## config.mk

```make
export PLATFORM = sky130hd
export DESIGN_NAME = axis_fir_sample_packer
export DESIGN_NICKNAME = d
export VERILOG_FILES = /design/src/rtl/axis_fir_sample_packer.sv
export SDC_FILE = /design/constraint.sdc
export NUM_CORES = 1
export LEC_CHECK = 0
export ABC_AREA = 1
export CAP_MARGIN = 20
export CORE_UTILIZATION = 49
export CTS_CLUSTER_DIAMETER = 150
export DETAILED_ROUTE_END_ITERATION = 10
export GPL_TIMING_DRIVEN = 1
export PLACE_DENSITY = 0.79
export SYNTH_ARGS = -nofsm -noshare
export SYNTH_HDL_FRONTEND = slang
export SYNTH_SLANG_ARGS = --single-unit
export TNS_END_PERCENT = 50
```

## constraint.sdc

```tcl
create_clock -name clk_64MHz -period 4.6 [get_ports clk_64MHz]
set_input_delay 1.15 -clock clk_64MHz [delete_from_list [all_inputs] [get_ports clk_64MHz]]
set_output_delay 1.15 -clock clk_64MHz [all_outputs]
set_load 0.01 [all_outputs]
```

## src/rtl/axis_fir_sample_packer.sv

```systemverilog
`default_nettype none
// ============================================================================
// Module : axis_fir_sample_packer
// Rescales signed FIR results to saturated Q15 and packs two samples per
// 32-bit AXI-Stream word, flushing a half-filled word on tlast.
// Rev    : 1.0  initial release
// ============================================================================
module axis_fir_sample_packer #(
  parameter int IN_W  = 32,
  parameter int SHIFT = 15,
  parameter int ROUND = 1
) (
  input  logic            clk_64MHz,
  input  logic            resetn,
  input  logic [IN_W-1:0] S_AXIS_tdata,
  input  logic            S_AXIS_tvalid,
  input  logic            S_AXIS_tlast,
  output logic            S_AXIS_tready,
  output logic [31:0]     M_AXIS_tdata,
  output logic            M_AXIS_tvalid,
  output logic            M_AXIS_tlast,
  input  logic            M_AXIS_tready,
  output logic [15:0]     sat_count
);

  typedef enum logic [0:0] {
    ST_LOW  = 1'b0,
    ST_HIGH = 1'b1
  } state_t;

  localparam logic signed [IN_W:0] c_round =
    (ROUND != 0) ? ({{IN_W{1'b0}}, 1'b1} << (SHIFT - 1)) : '0;
  localparam logic signed [IN_W:0] c_q15_max = (IN_W + 1)'(32767);
  localparam logic signed [IN_W:0] c_q15_min = (IN_W + 1)'(-32768);

  state_t             r_state;
  state_t             w_state_nxt;
  logic [15:0]        r_hold;
  logic               r_m_valid;
  logic [31:0]        r_m_data;
  logic               r_m_last;
  logic [15:0]        r_sat_count;

  logic               w_s_ready;
  logic               w_accept;
  logic signed [IN_W:0] w_ext;
  logic signed [IN_W:0] w_t;
  logic signed [IN_W:0] w_y;
  logic               w_sat_hi;
  logic               w_sat_lo;
  logic [15:0]        w_s16;
  logic               w_hold_en;
  logic               w_load;
  logic [31:0]        w_load_data;
  logic               w_load_last;

  // One extra bit of headroom keeps the rounding add from wrapping.
  assign w_ext    = $signed({S_AXIS_tdata[IN_W-1], S_AXIS_tdata});
  assign w_t      = w_ext + c_round;
  assign w_y      = w_t >>> SHIFT;
  assign w_sat_hi = (w_y > c_q15_max);
  assign w_sat_lo = (w_y < c_q15_min);
  assign w_s16    = w_sat_hi ? 16'h7FFF : (w_sat_lo ? 16'h8000 : w_y[15:0]);

  assign w_s_ready = resetn && (!r_m_valid || M_AXIS_tready);
  assign w_accept  = S_AXIS_tvalid && w_s_ready;

  always_ff @(posedge clk_64MHz) begin
    if (!resetn) begin
      r_state <= ST_LOW;
    end else begin
      r_state <= w_state_nxt;
    end
  end

  always_comb begin
    w_state_nxt = r_state;
    w_hold_en   = 1'b0;
    w_load      = 1'b0;
    w_load_data = '0;
    w_load_last = 1'b0;
    if (w_accept) begin
      case (r_state)
        ST_LOW: begin
          if (S_AXIS_tlast) begin
            w_load      = 1'b1;
            w_load_data = {16'h0000, w_s16};
            w_load_last = 1'b1;
          end else begin
            w_hold_en   = 1'b1;
            w_state_nxt = ST_HIGH;
          end
        end
        ST_HIGH: begin
          w_load      = 1'b1;
          w_load_data = {w_s16, r_hold};
          w_load_last = S_AXIS_tlast;
          w_state_nxt = ST_LOW;
        end
        default: w_state_nxt = ST_LOW;
      endcase
    end
  end

  always_ff @(posedge clk_64MHz) begin
    if (!resetn) begin
      r_hold      <= '0;
      r_m_valid   <= 1'b0;
      r_m_data    <= '0;
      r_m_last    <= 1'b0;
      r_sat_count <= '0;
    end else begin
      if (w_hold_en) begin
        r_hold <= w_s16;
      end
      // A load wins over an unload so a word can be replaced in one cycle.
      if (w_load) begin
        r_m_valid <= 1'b1;
        r_m_data  <= w_load_data;
        r_m_last  <= w_load_last;
      end else if (M_AXIS_tready) begin
        r_m_valid <= 1'b0;
      end
      if (w_accept && (w_sat_hi || w_sat_lo) && (r_sat_count != 16'hFFFF)) begin
        r_sat_count <= r_sat_count + 16'd1;
      end
    end
  end

  assign S_AXIS_tready = w_s_ready;
  assign M_AXIS_tdata  = r_m_data;
  assign M_AXIS_tvalid = r_m_valid;
  assign M_AXIS_tlast  = r_m_last;
  assign sat_count     = r_sat_count;

endmodule
`default_nettype wire
```

==> results summary, run 1 <==
The run finished with clean final reports. Dividing total power by cell area gives a power density of 271 nW/um^2. In the routed layout, each cell is associated on average with a via count of around 5.2.

The total placed instance area is about 4400 sq um. The number of pins exceeding their max-slew limit in the final report came to 0. The routed design could run at a clock period as short as roughly 3.8 ns. The number of antenna diodes in the final layout is 0.

The die height is approximately 88 microns. The largest vdd supply drop is approximately 160 uV. The leakage dissipation came out at around 1.8 nW. The number of antenna violations at the first check in global routing came out at 0. The xor and xnor fraction of the mapped netlist area came out at around 6.5%. The sequential cell area fraction in the yosys report came out at 37.0%. dfxtp_1 takes more of the synthesized area than any other cell.

The cell count after synthesis came out at about 500. The data required time at the worst endpoint is about 3.5 ns. The highest achievable clock rate is about 260 MHz. After synthesis, the largest family of logic cells by area is simple AND/OR/NAND/NOR gates. The number of placed I/O pins came out at a little under 90. The cell at the slowest stage of the critical path is clkdlybuf4s50_1. The effective utilization at floorplan came out at around half. The net count of the mapped netlist is around 540.

The detailed-router iteration count before antenna repair came out at 5. The filler cells instantiated in the layout total ~630. Summed over all failing endpoints, the final setup total negative slack is 0 ns. The starting DRC count in detailed routing came out at 211. The most frequent cell on the critical path is clkdlybuf4s50_1. For this run, the total global-route usage over all layers was measured as between 20% and 30%.

The floorplan step set the die width to between 80 and 90 microns. The register bit count reported by yosys is 67. The count of nets left with antenna violations after detail routing is 0. Yosys attributes the largest share of cell area to dfxtp_1 (37%), nand2_1 (11%), a21oi_1 (7.9%). The HPWL after detailed placement came out at roughly 6300 microns. For this run, the leading register cell type out of synthesis is dfxtp_1. The number of global-route vias before repair is 3234. The source-to-sink clock delay at the later pin of the worst-skew pair is between 0.3 and 0.4 ns. The net count of the finished layout is ~610. The global-route wire length before repair came out at 14700 microns. In the final routed layout, each cell accounts on average for approximately 13 microns. The relative max-transition margin came out at 30.2%.

The buffer levels on the longest clock path is 2. The largest net degree at the start of global routing is 49. The final setup skew is ~0.0043 ns. Traced cell by cell, the critical path runs through clkdlybuf4s50_1 > buf_4 > inv_2 > a21oi_1 > clkdlybuf4s50_1. For the pin with the worst max-slew slack, the measured transition is between 1 and 1.5 ns.

The post-synthesis simple-gate area fraction is between 30% and 40%. After layout, the worst path uses between 80% and 90% of the clock period. The count of buffers inserted at the top-level ports came out at 73. The tool flagged a number of max-cap violations equal to 0. The post-synthesis compound-gate area fraction is 15.5%. The arrival time at the worst endpoint is about 2.6 ns. The layout cell share with drive strength beyond 1 is between 10% and 20%. TritonCTS built the clock tree. The post-cts repair resize count came out at 0. The number of remaining DRC errors came out at 0. For this block, the routed nets add up to just under 9000 microns of wire. The endpoint class of the critical path is a primary output. For this run the aggregate overflow at the end of global routing stands at 0. Setup violations remaining at the end of the flow were counted as 0. In the synthesized netlist, mux cells make up 0% of the area. The number of enable flip-flop cells after synthesis came out at 0. The kind of start point of the critical path is an input port. By startpoint and endpoint, the worst setup path is classified as input port to primary output. The number of buffers added by the clock tree synthesis step came out at 9. Each instance of the synthesized netlist takes up on average 7.19 sq um.

The clock-pin slew reported for the worst setup and hold paths after clock tree synthesis is 0.07 ns. The area inside the core boundary is around 7000 sq um. The via total after detailed routing came out at 3475. The H-tree was split into 3 levels. The number of buffers inserted to repair setup after CTS is 0.

The area overhead of the layout relative to synthesis is 25.7%. The synthesized netlist devotes 0.690% of its cell area to adder and majority cells. Final hold analysis gives a worst-case slack of 0.468 ns. The die outline area is about 7700 sq um. After synthesis the cells add up to between 3000 and 4000 sq um. The post-layout instance area is 4560 sq um. The hold violation count in the final report is 0. The peak fanout along the critical path came out at 19. The highest cell delay on the worst timing path came out at around 0.57 ns. The path class of the tightest hold or removal check is flop to flop.

The number of sinks driven by the clock tree is between 60 and 70. The synthesis warning total came out at 0. The final RePlAce weighted congestion is approximately 0.87.

Setup repair after global routing left no endpoint under its margin. The synthesized netlist contains 31 unique library cells. The fraction of post-synthesis cell area in the top cell type by area came out at 37.0%. The tree is rooted in a clkbuf_8.

The count of standard-cell rows came out at 30. The total of hold buffers inserted after clock tree synthesis is 0. The share of synthesized registers carrying an async set or reset came out at 0%.
worst max-delay path, delay by kind of cell:
kind / cells / cell delay [ns]
AO/OA/AOI/OAI: 1 / 0.18
buffers and inverters: 4 / 1.31
where the power goes:
group / switching (mW) / internal (mW) / total [mW] / leakage [nW]
logic: 0.110 / 0.0748 / 0.185 / 1.21
clock network: 0.216 / 0.221 / 0.437 / 0.0949
registers: 0.0145 / 0.600 / 0.615 / 0.544
layer usage:
metal	part of all wire, %	GRT usage, %
met2	49	42.8
met5	0	0
met4	1.3	7.62
met3	6.6	5.28
met1	44	29.8
path summary, 6_finish.rpt:
kind              slack [ns]          from               to  cells after the start
setup reg to reg        2.26       r_state  M_AXIS_tdata[0]                      6
setup / recovery        0.81        resetn    S_AXIS_tready                      5
hold / removal          0.47  M_AXIS_tlast     M_AXIS_tlast                      2
hold reg to reg         0.47  M_AXIS_tlast     M_AXIS_tlast                      2
logic make-up after synthesis:
family          count (synthesis)
flops                          67
compound gates                104
fa+ha+maj                       2
buf+inv                        67
xor+xnor                       27
simple gates                  237
state kept, by name (all words and copies together), names as in the netlist:
signal and count:
sat_count 16, M_AXIS_tvalid 1, M_AXIS_tlast 1, M_AXIS_tdata 32
r_hold 16, r_state 1
layout make-up:
cell class	count	area, sq um	area share, %
timing repair buffer	77	761	16.7
clock inverter	5	27.5	0.604
multi-input combinational	370	1990	43.6
sequential	67	1340	29.4
clock buffer	11	151	3.32
tap	96	120	2.64
inverter	45	169	3.71
synth_stat cells, types with 10 or more instances:
| library cell | n |
|---|---|
| o21ai_1 | 10 |
| a21oi_1 | 57 |
| xnor2_1 | 10 |
| dfxtp_1 | 67 |
| nor2_1 | 41 |
| inv_1 | 36 |
| o21ai_0 | 26 |
| nand3_1 | 31 |
| nand2_2 | 24 |
| a21oi_2 | 11 |
| nand2_1 | 105 |
| xor2_1 | 17 |
| clkbuf_1 | 12 |
cell usage in the layout (no fill, tap or decap):
| cell type | count |
|---|---|
| o21ai_1 | 10 |
| nand2_4 | 4 |
| xor2_1 | 17 |
| clkbuf_8 | 11 |
| nand3_1 | 31 |
| nor2_8 | 1 |
| nor2_1 | 41 |
| inv_1 | 36 |
| nand2_8 | 2 |
| clkinv_2 | 4 |
| nor3_1 | 8 |
| ha_1 | 2 |
| nor2_2 | 7 |
| nand2_1 | 105 |
| buf_4 | 4 |
| nor2_4 | 3 |
| inv_2 | 8 |
| nor4_1 | 1 |
| xnor2_1 | 10 |
| nand3_2 | 2 |
| nand4_1 | 5 |
| dfxtp_1 | 67 |
| a21oi_2 | 11 |
| a21oi_1 | 57 |
| o21ai_0 | 26 |
| clkinv_1 | 1 |
| nand2_2 | 24 |
| clkdlybuf4s50_1 | 73 |
| nor3_2 | 3 |
| clkinvlp_4 | 1 |
through the flow:
stage                     std cells  setup WS [ns]  power [mW]  utilization (%)
after floorplan                 504           1.87       0.740                -
after global placement          654          0.872       0.807             62.6
after detailed placement        654          0.816       0.811             62.6
after CTS                       670          0.812        1.25             65.2
after global routing            671          0.746        1.29             65.3
final                           671          0.812        1.24             65.3
(Power assumes the default switching activity.)
==> run 2, diff against run 1 <==
- CORE_UTILIZATION: 49 -> 45
- PLACE_DENSITY: 0.79 -> 0.77
- clock period: 4.6 -> 3.3 ns (I/O delays scaled with it)
==> run 2 against run 1 <==
  * Die area increased by 8.7%
  * Wire length grew 2.4%
  * Utilization decreased by 6.2 points
  * Total power rose by 45%
  * Setup slack lost 0.46 ns
  * Clock-buffer cell count unchanged
  * Clock skew increased by 0.0059 ns
  * First-iteration DRC count is 3.3% lower
  * Cell area rose by 0.66%
  * Register-to-register slack got worse by 1.1 ns
  * Sequential cell count did not move
  * Sequential share of layout area fell by 0.19 points
==> results summary, run 2 (same netlist as run 1, synthesis figures left out) <==
The clock share of power is 37.8% (+2.5 points). The power dissipated by switching net loads came out at 0.488 mW (+43%). The tree is rooted in a clkbuf_8.

The area overhead of the layout relative to synthesis came out at 26.5%. The worst setup path is captured at a primary output. The final setup skew came out at 0.0102 ns (+0.00589 ns). The count of final setup violators is 0 (unchanged). The number of sinks driven by the clock tree is 67 (unchanged). The die height is 91.8 microns (+4.2%). The critical path class is input port to primary output. The post-detailed-route wirelength per cell came out at 13.4 microns (+1.3%).

The source-to-sink clock delay at the later pin of the worst-skew pair is 0.34 ns (about the same). The data required time at the worst endpoint is 2.47 ns (-0.98 ns). The total placed cells including tap cells came out at 662 (+1.2%). The effective utilization at floorplan is 46.7% (-5.3 points).

The total of hold buffers inserted after clock tree synthesis came out at 0 (unchanged). The setup slack of the worst register-to-register path is 1.18 ns (-1.08 ns). The fraction of power spent switching nets came to 27.2% (-0.38 points). The number of pins exceeding their max-slew limit in the final report came out at 0 (unchanged). The depth of the most critical reg-to-reg path is 5 (-1). The number of flip-flops in the largest register is 32 (unchanged). The power per cell area is 391 nW/um^2 (+44%). The number of buffers added by the clock tree synthesis step came out at 9 (unchanged). The number of placed I/O pins is 88 (unchanged). The detailed-router iteration count before antenna repair is 5 (unchanged).

Leaving out fill and tap cells, the most frequent cell in the layout is nand2_1. The post-placement worst setup slack came out at 0.230 ns (-0.586 ns). The minimum period implied by the final worst setup slack came out at 2.95 ns.

The clock-pin slew reported for the worst setup and hold paths after clock tree synthesis is 0.07 ns (about the same). The post-layout instance area came out at 4590 sq um (+0.66%). The number of vias per cell came out at 5.18 (about the same).

The run finished with clean final reports. The arrival time at the worst endpoint came out at 2.13 ns (-0.51 ns). The global-route wire length before repair was 15300 microns (+3.9%). STA classifies the critical path startpoint as an input port. The starting DRC count in detailed routing is 204 (-3.3%). The count of buffers inserted at the top-level ports was 73 (unchanged). The layout cell share with drive strength beyond 1 is 14.8% (-0.026 points).

The die outline area came to 8420 sq um (+8.7%). Setup repair after global routing left no endpoint under its margin. The highest achievable clock rate is ~340 MHz. The reg-to-reg endpoint is M_AXIS_tdata[9].

The cell-internal power was 1.31 mW (+46%). The peak fanout along the critical path is 2 (-17). The area inside the core boundary is 7770 sq um (+11%).

The antenna diode count came to 0 (unchanged). The final critical-path setup slack came out at 0.349 ns (-0.463 ns). The largest vdd supply drop came out at 238 uV (+45%). The largest net degree at the start of global routing is 49 (unchanged). The total power after layout is 1.79 mW (+45%). The number of antenna violations at the first check in global routing is 0 (unchanged). The relative max-transition margin came to 28.1% (-2.1 points). The path with the worst hold slack has its endpoint at M_AXIS_tdata[20]. The fraction of the cycle the final worst path needs came out at roughly 89%. The post-cts repair resize count is 0 (unchanged). The count of nets left with antenna violations after detail routing is 0 (unchanged).

The via total after detailed routing came out at 3511 (+1.0%). The sequential share of power is 47.7% (-2.0 points). The total global routing overflow was 0 (unchanged). The final RePlAce weighted congestion is 0.940 (+7.4%). The number of max-capacitance violations reported came out at 0 (unchanged). The horizontal die dimension came out at 91.8 microns (+4.2%). The setup total negative slack is 0 ns (unchanged). The number of remaining DRC errors is 0 (unchanged).

The depth of the CTS H-tree came out at 3 (unchanged). The number of buffers inserted to repair setup after CTS came to 0 (unchanged). The overall routing resource usage is 22.3% (-2.1 points). The total wirelength of the detailed-routed design is 9100 microns (+2.4%). The number of non-filler instances in the completed layout came out at 678 (+1.0%). The worst hold path begins at M_AXIS_tdata[20]. The path class of the tightest hold or removal check is flop to flop. The cell count of the worst hold path came out at 2 (unchanged).

The total placed instance area came out at 4390 sq um (+0.52%). The buffer levels on the longest clock path is 2 (unchanged). In the layout the commonest cells are nand2_1 (105), clkdlybuf4s50_1 (73), dfxtp_1 (67). The net count of the finished layout was 610 (+0.16%). The hold violation count in the final report was 0 (unchanged). The combinational share of power came out at 14.6% (-0.3 points). In this run the critical register-to-register path is launched from r_state. The count of standard-cell rows is 32 (+6.7%).

The pin slew with the least headroom to its limit was 1.08 ns (+0.0307 ns). The HPWL after detailed placement came out at 6440 microns (+3.0%). The number of global-route vias before repair is 3390 (+4.8%). TritonCTS built the clock tree. The leakage dissipation is 1.85 nW (+0.46%).
run 2: cell types whose count changed in the layout (fill, tap and decap cells not counted), sizes merged:
cell | previous run | this run
buf | 4 | 5
bufinv | 0 | 1
clkinv | 5 | 4
run 2: worst max-delay path: stages:
cell and delay, ns:
clkdlybuf4s50_1 0.52, inv_2 0.06, a21oi_1 0.16, clkdlybuf4s50_1 0.57
run 2: cell type report:
| cell class | instances | area (sq um) |
|---|---|---|
| Clock inverter | 5 | 52.6 |
| Multi-Input combinational cell | 370 | 1990 |
| Fill cell | 718 | 3180 |
| Clock buffer | 11 | 141 |
| Timing Repair Buffer | 78 | 768 |
| Sequential cell | 67 | 1340 |
| Tap cell | 102 | 128 |
| Inverter | 45 | 169 |
run 2: worst max-delay path by stage:
| stage | start | to | slack [ns] | cells after the start |
|---|---|---|---|---|
| after floorplan | S_AXIS_tdata[14] | sat_count[6] | 1.03 | 13 |
| after global placement | S_AXIS_tdata[14] | sat_count[2] | 0.31 | 13 |
| after detailed placement | S_AXIS_tdata[14] | sat_count[5] | 0.23 | 13 |
| after CTS | resetn | S_AXIS_tready | 0.34 | 4 |
| after global routing | resetn | S_AXIS_tready | 0.28 | 4 |
| final | resetn | S_AXIS_tready | 0.35 | 4 |
run 2: power groups by stage:
stage | Clock, mW | Combinational [mW] | Sequential (mW)
5_1_grt | 0.727 | 0.288 | 0.859
2_1_floorplan | 0 | 0.156 | 0.875
4_1_cts | 0.682 | 0.261 | 0.856
3_5_place_dp | 0 | 0.260 | 0.874
3_3_place_gp | 0 | 0.254 | 0.874
6_report | 0.678 | 0.261 | 0.856
run 2: layer usage:
metal / vias up / GRT usage, % / share of wire, %
met5: - / 0 / 0
met4: 0 / 7.81 / 1.3
met3: 13 / 4.23 / 5.8
met2: 123 / 38.3 / 48
met1: 1614 / 27.8 / 45
li1: 1761 / - / -
run 2: per-stage QoR:
stage | hold WS [ns] | utilization (%)
floorplan | 0.490 | -
global placement | 0.443 | 56.6
detailed placement | 0.459 | 56.6
CTS | 0.470 | 59.1
global route | 0.489 | 59.1
finish | 0.467 | 59.1
==> run 3, diff against run 2 <==
- MAX_ROUTING_LAYER: default -> met4
==> run 3 against run 2 <==
  * Setup slack got worse by 0.014 ns
  * Cell area fell by 0.16%
  * Maximum frequency decreased by 0.47%
  * Die area stayed put
  * Global-route usage is 0.46 points higher
  * Sequential power hardly changed
  * Utilization down 0.097 points
  * First-iteration DRC count is 3.4% higher
  * Clock skew is 0.0012 ns higher
  * Hold slack gained 0.0017 ns
  * Wire length down 1.6%
  * Clock-buffer cell count unchanged
  * Largest power group unchanged
  * Highest routed layer unchanged
==> results summary, run 3 (same netlist as run 1, synthesis figures left out) <==
The leakage dissipation is 1.85 nW (-0.46%). The run finished with clean final reports. The die height came out at 91.8 microns (unchanged). The number of vias per cell is 5.13 (-0.97%).

The global-route wire length before repair came out at 15000 microns (-1.9%). The area overhead of the layout relative to synthesis is 26.3%. The data required time at the worst endpoint came out at 2.47 ns (about the same).

The cell count of the worst hold path came out at 2 (unchanged). The number of filler cells placed in the layout is 706 (-1.7%). The source-to-sink clock delay at the later pin of the worst-skew pair came out at 0.34 ns (about the same). The post-cts repair resize count was 0 (unchanged). The total global routing overflow came out at 0 (unchanged). The buffer levels on the longest clock path is 2 (unchanged).

The final critical-path setup slack is 0.336 ns (-0.0138 ns). The minimum period implied by the final worst setup slack came to 2.96 ns (+0.0138 ns). The number of sinks driven by the clock tree is 67 (unchanged). The multi-input gate area in the final layout came out at 1990 sq um (unchanged). The amount of wire on met2 after detailed routing is 4230 microns (-3.8%). In the layout the commonest cells are nand2_1 (105), clkdlybuf4s50_1 (73), dfxtp_1 (67).

The depth of the CTS H-tree came out at 3 (unchanged). The worst setup path is captured at a primary output. Setup repair after global routing left no endpoint under its margin.

The number of remaining DRC errors came to 0 (unchanged). The number of flip-flops in the largest register is 32 (unchanged). The hold violation count in the final report is 0 (unchanged). The number of placed I/O pins came to 88 (unchanged). The horizontal die dimension came out at 91.8 microns (unchanged). The antenna diode count came out at 0 (unchanged).

The length of routed met3 wiring came out at 559 microns (+6.1%). The total placed cells including tap cells is 663 (+0.15%). The fraction of the cycle the final worst path needs came out at 89.8% (+0.42 points).

The area inside the core boundary is 7770 sq um (unchanged). The arrival time at the worst endpoint is 2.14 ns (about the same). The largest net degree at the start of global routing is 49 (unchanged). The net count of the finished layout came to 611 (+0.16%).

The starting DRC count in detailed routing was 211 (+3.4%). The detailed-router iteration count before antenna repair came to 4 (-1). The number of max-capacitance violations reported is 0 (unchanged). In this run the critical register-to-register path is launched from r_state.

The number of non-filler instances in the completed layout came out at 679 (+0.15%). The via total after detailed routing came out at 3482 (-0.83%). The post-placement worst setup slack came to 0.287 ns (+0.0562 ns). The setup slack of the worst register-to-register path came out at 1.15 ns (-0.03 ns). The total wirelength of the detailed-routed design was 8960 microns (-1.6%).

The relative max-transition margin came out at 30.2% (+2.0 points). The final RePlAce weighted congestion was 0.927 (-1.3%). The post-detailed-route wirelength per cell came out at 13.2 microns (-1.7%). The count of buffers inserted at the top-level ports came out at 73 (unchanged). The critical path in this run is classified as input port to primary output.

The peak fanout along the critical path came out at 2 (unchanged). The area used by sequential logic in the layout came out at 1340 sq um (unchanged). Leaving out fill and tap cells, the most frequent cell in the layout is nand2_1.

The HPWL after detailed placement came out at 6300 microns (-2.2%). The number of global-route vias before repair came out at 3220 (-5.0%). The depth of the most critical reg-to-reg path was 5 (unchanged). The final setup skew came to 0.0114 ns (+0.00116 ns).

The total routed wire length on the met1 layer is 4090 microns (+0.76%). The highest achievable clock rate is 337 MHz (-0.47%). The number of buffers added by the clock tree synthesis step is 9 (unchanged). The worst hold path begins at M_AXIS_tdata[20].

The die outline area came out at 8420 sq um (unchanged). The end point of the most critical hold path is M_AXIS_tdata[20]. The setup total negative slack is 0 ns (unchanged). The total of hold buffers inserted after clock tree synthesis is 0 (unchanged). TritonCTS built the clock tree. The worst register-to-register path ends at M_AXIS_tdata[13]. The count of final setup violators is 0 (unchanged). The largest vdd supply drop is 239 uV (+0.38%). The layout cell share with drive strength beyond 1 came out at 14.9% (+0.15 points). The pin slew with the least headroom to its limit came out at 1.05 ns (-0.0305 ns). The overall routing resource usage is 22.7% (+0.46 points).

The power per cell area is 378 nW/um^2 (-3.4%). The number of antenna violations at the first check in global routing is 0 (unchanged). The clock-pin slew reported for the worst setup and hold paths after clock tree synthesis came out at 0.08 ns (about the same). The number of buffers inserted to repair setup after CTS is 0 (unchanged). The effective utilization at floorplan is 46.7% (unchanged). The worst hold path belongs to the class flop to flop.

The count of nets left with antenna violations after detail routing is 0 (unchanged). The total power after layout came out at 1.73 mW (-3.6%). The kind of start point of the critical path is an input port. The count of standard-cell rows is 32 (unchanged). Clock tree synthesis selected as its root buffer the cell clkbuf_8. The number of pins exceeding their max-slew limit in the final report came to 0 (unchanged). The highest metal layer with signal wires is met4.
## run 3: worst max-delay path: stages
cell,delay [ns]
clkdlybuf4s50_1,0.53
inv_2,0.05
a21oi_1,0.17
clkdlybuf4s50_1,0.57
## run 3: layout make-up
class	count	share of cell area, %
Clock buffer	11	3.09
Clock inverter	5	0.820
Inverter	45	3.69
Multi-Input combinational cell	370	43.4
Sequential cell	67	29.3
Tap cell	102	2.79
Timing Repair Buffer	79	16.9
## run 3: how the worst max path moves through the flow
stage,start,to,cells after the start
floorplan,S_AXIS_tdata[14],sat_count[6],13
global placement,resetn,S_AXIS_tready,4
detailed placement,S_AXIS_tdata[14],r_hold[1],13
CTS,resetn,S_AXIS_tready,4
global route,resetn,S_AXIS_tready,4
finish,resetn,S_AXIS_tready,4
## run 3: metal layers
metal | GRT usage [%] | vias up
met5 | - | -
li1 | - | 1763
met3 | 5.22 | 6
met4 | 5.99 | 0
met1 | 28.9 | 1600
met2 | 36.5 | 113
## run 3: where the power goes
part | switching [mW] | internal [mW]
sequential | 0.0201 | 0.836
combinational | 0.155 | 0.106
clock | 0.317 | 0.296
total | 0.493 | 1.24
## run 3: stage by stage
stage	cell area, sq um	hold slack (ns)	util [%]
2_1_floorplan	3620	0.490	-
3_3_place_gp	4400	0.454	56.7
3_5_place_dp	4400	0.454	56.7
4_1_cts	4580	0.471	59.0
5_1_grt	4580	0.492	59.0
6_report	4580	0.469	59.0
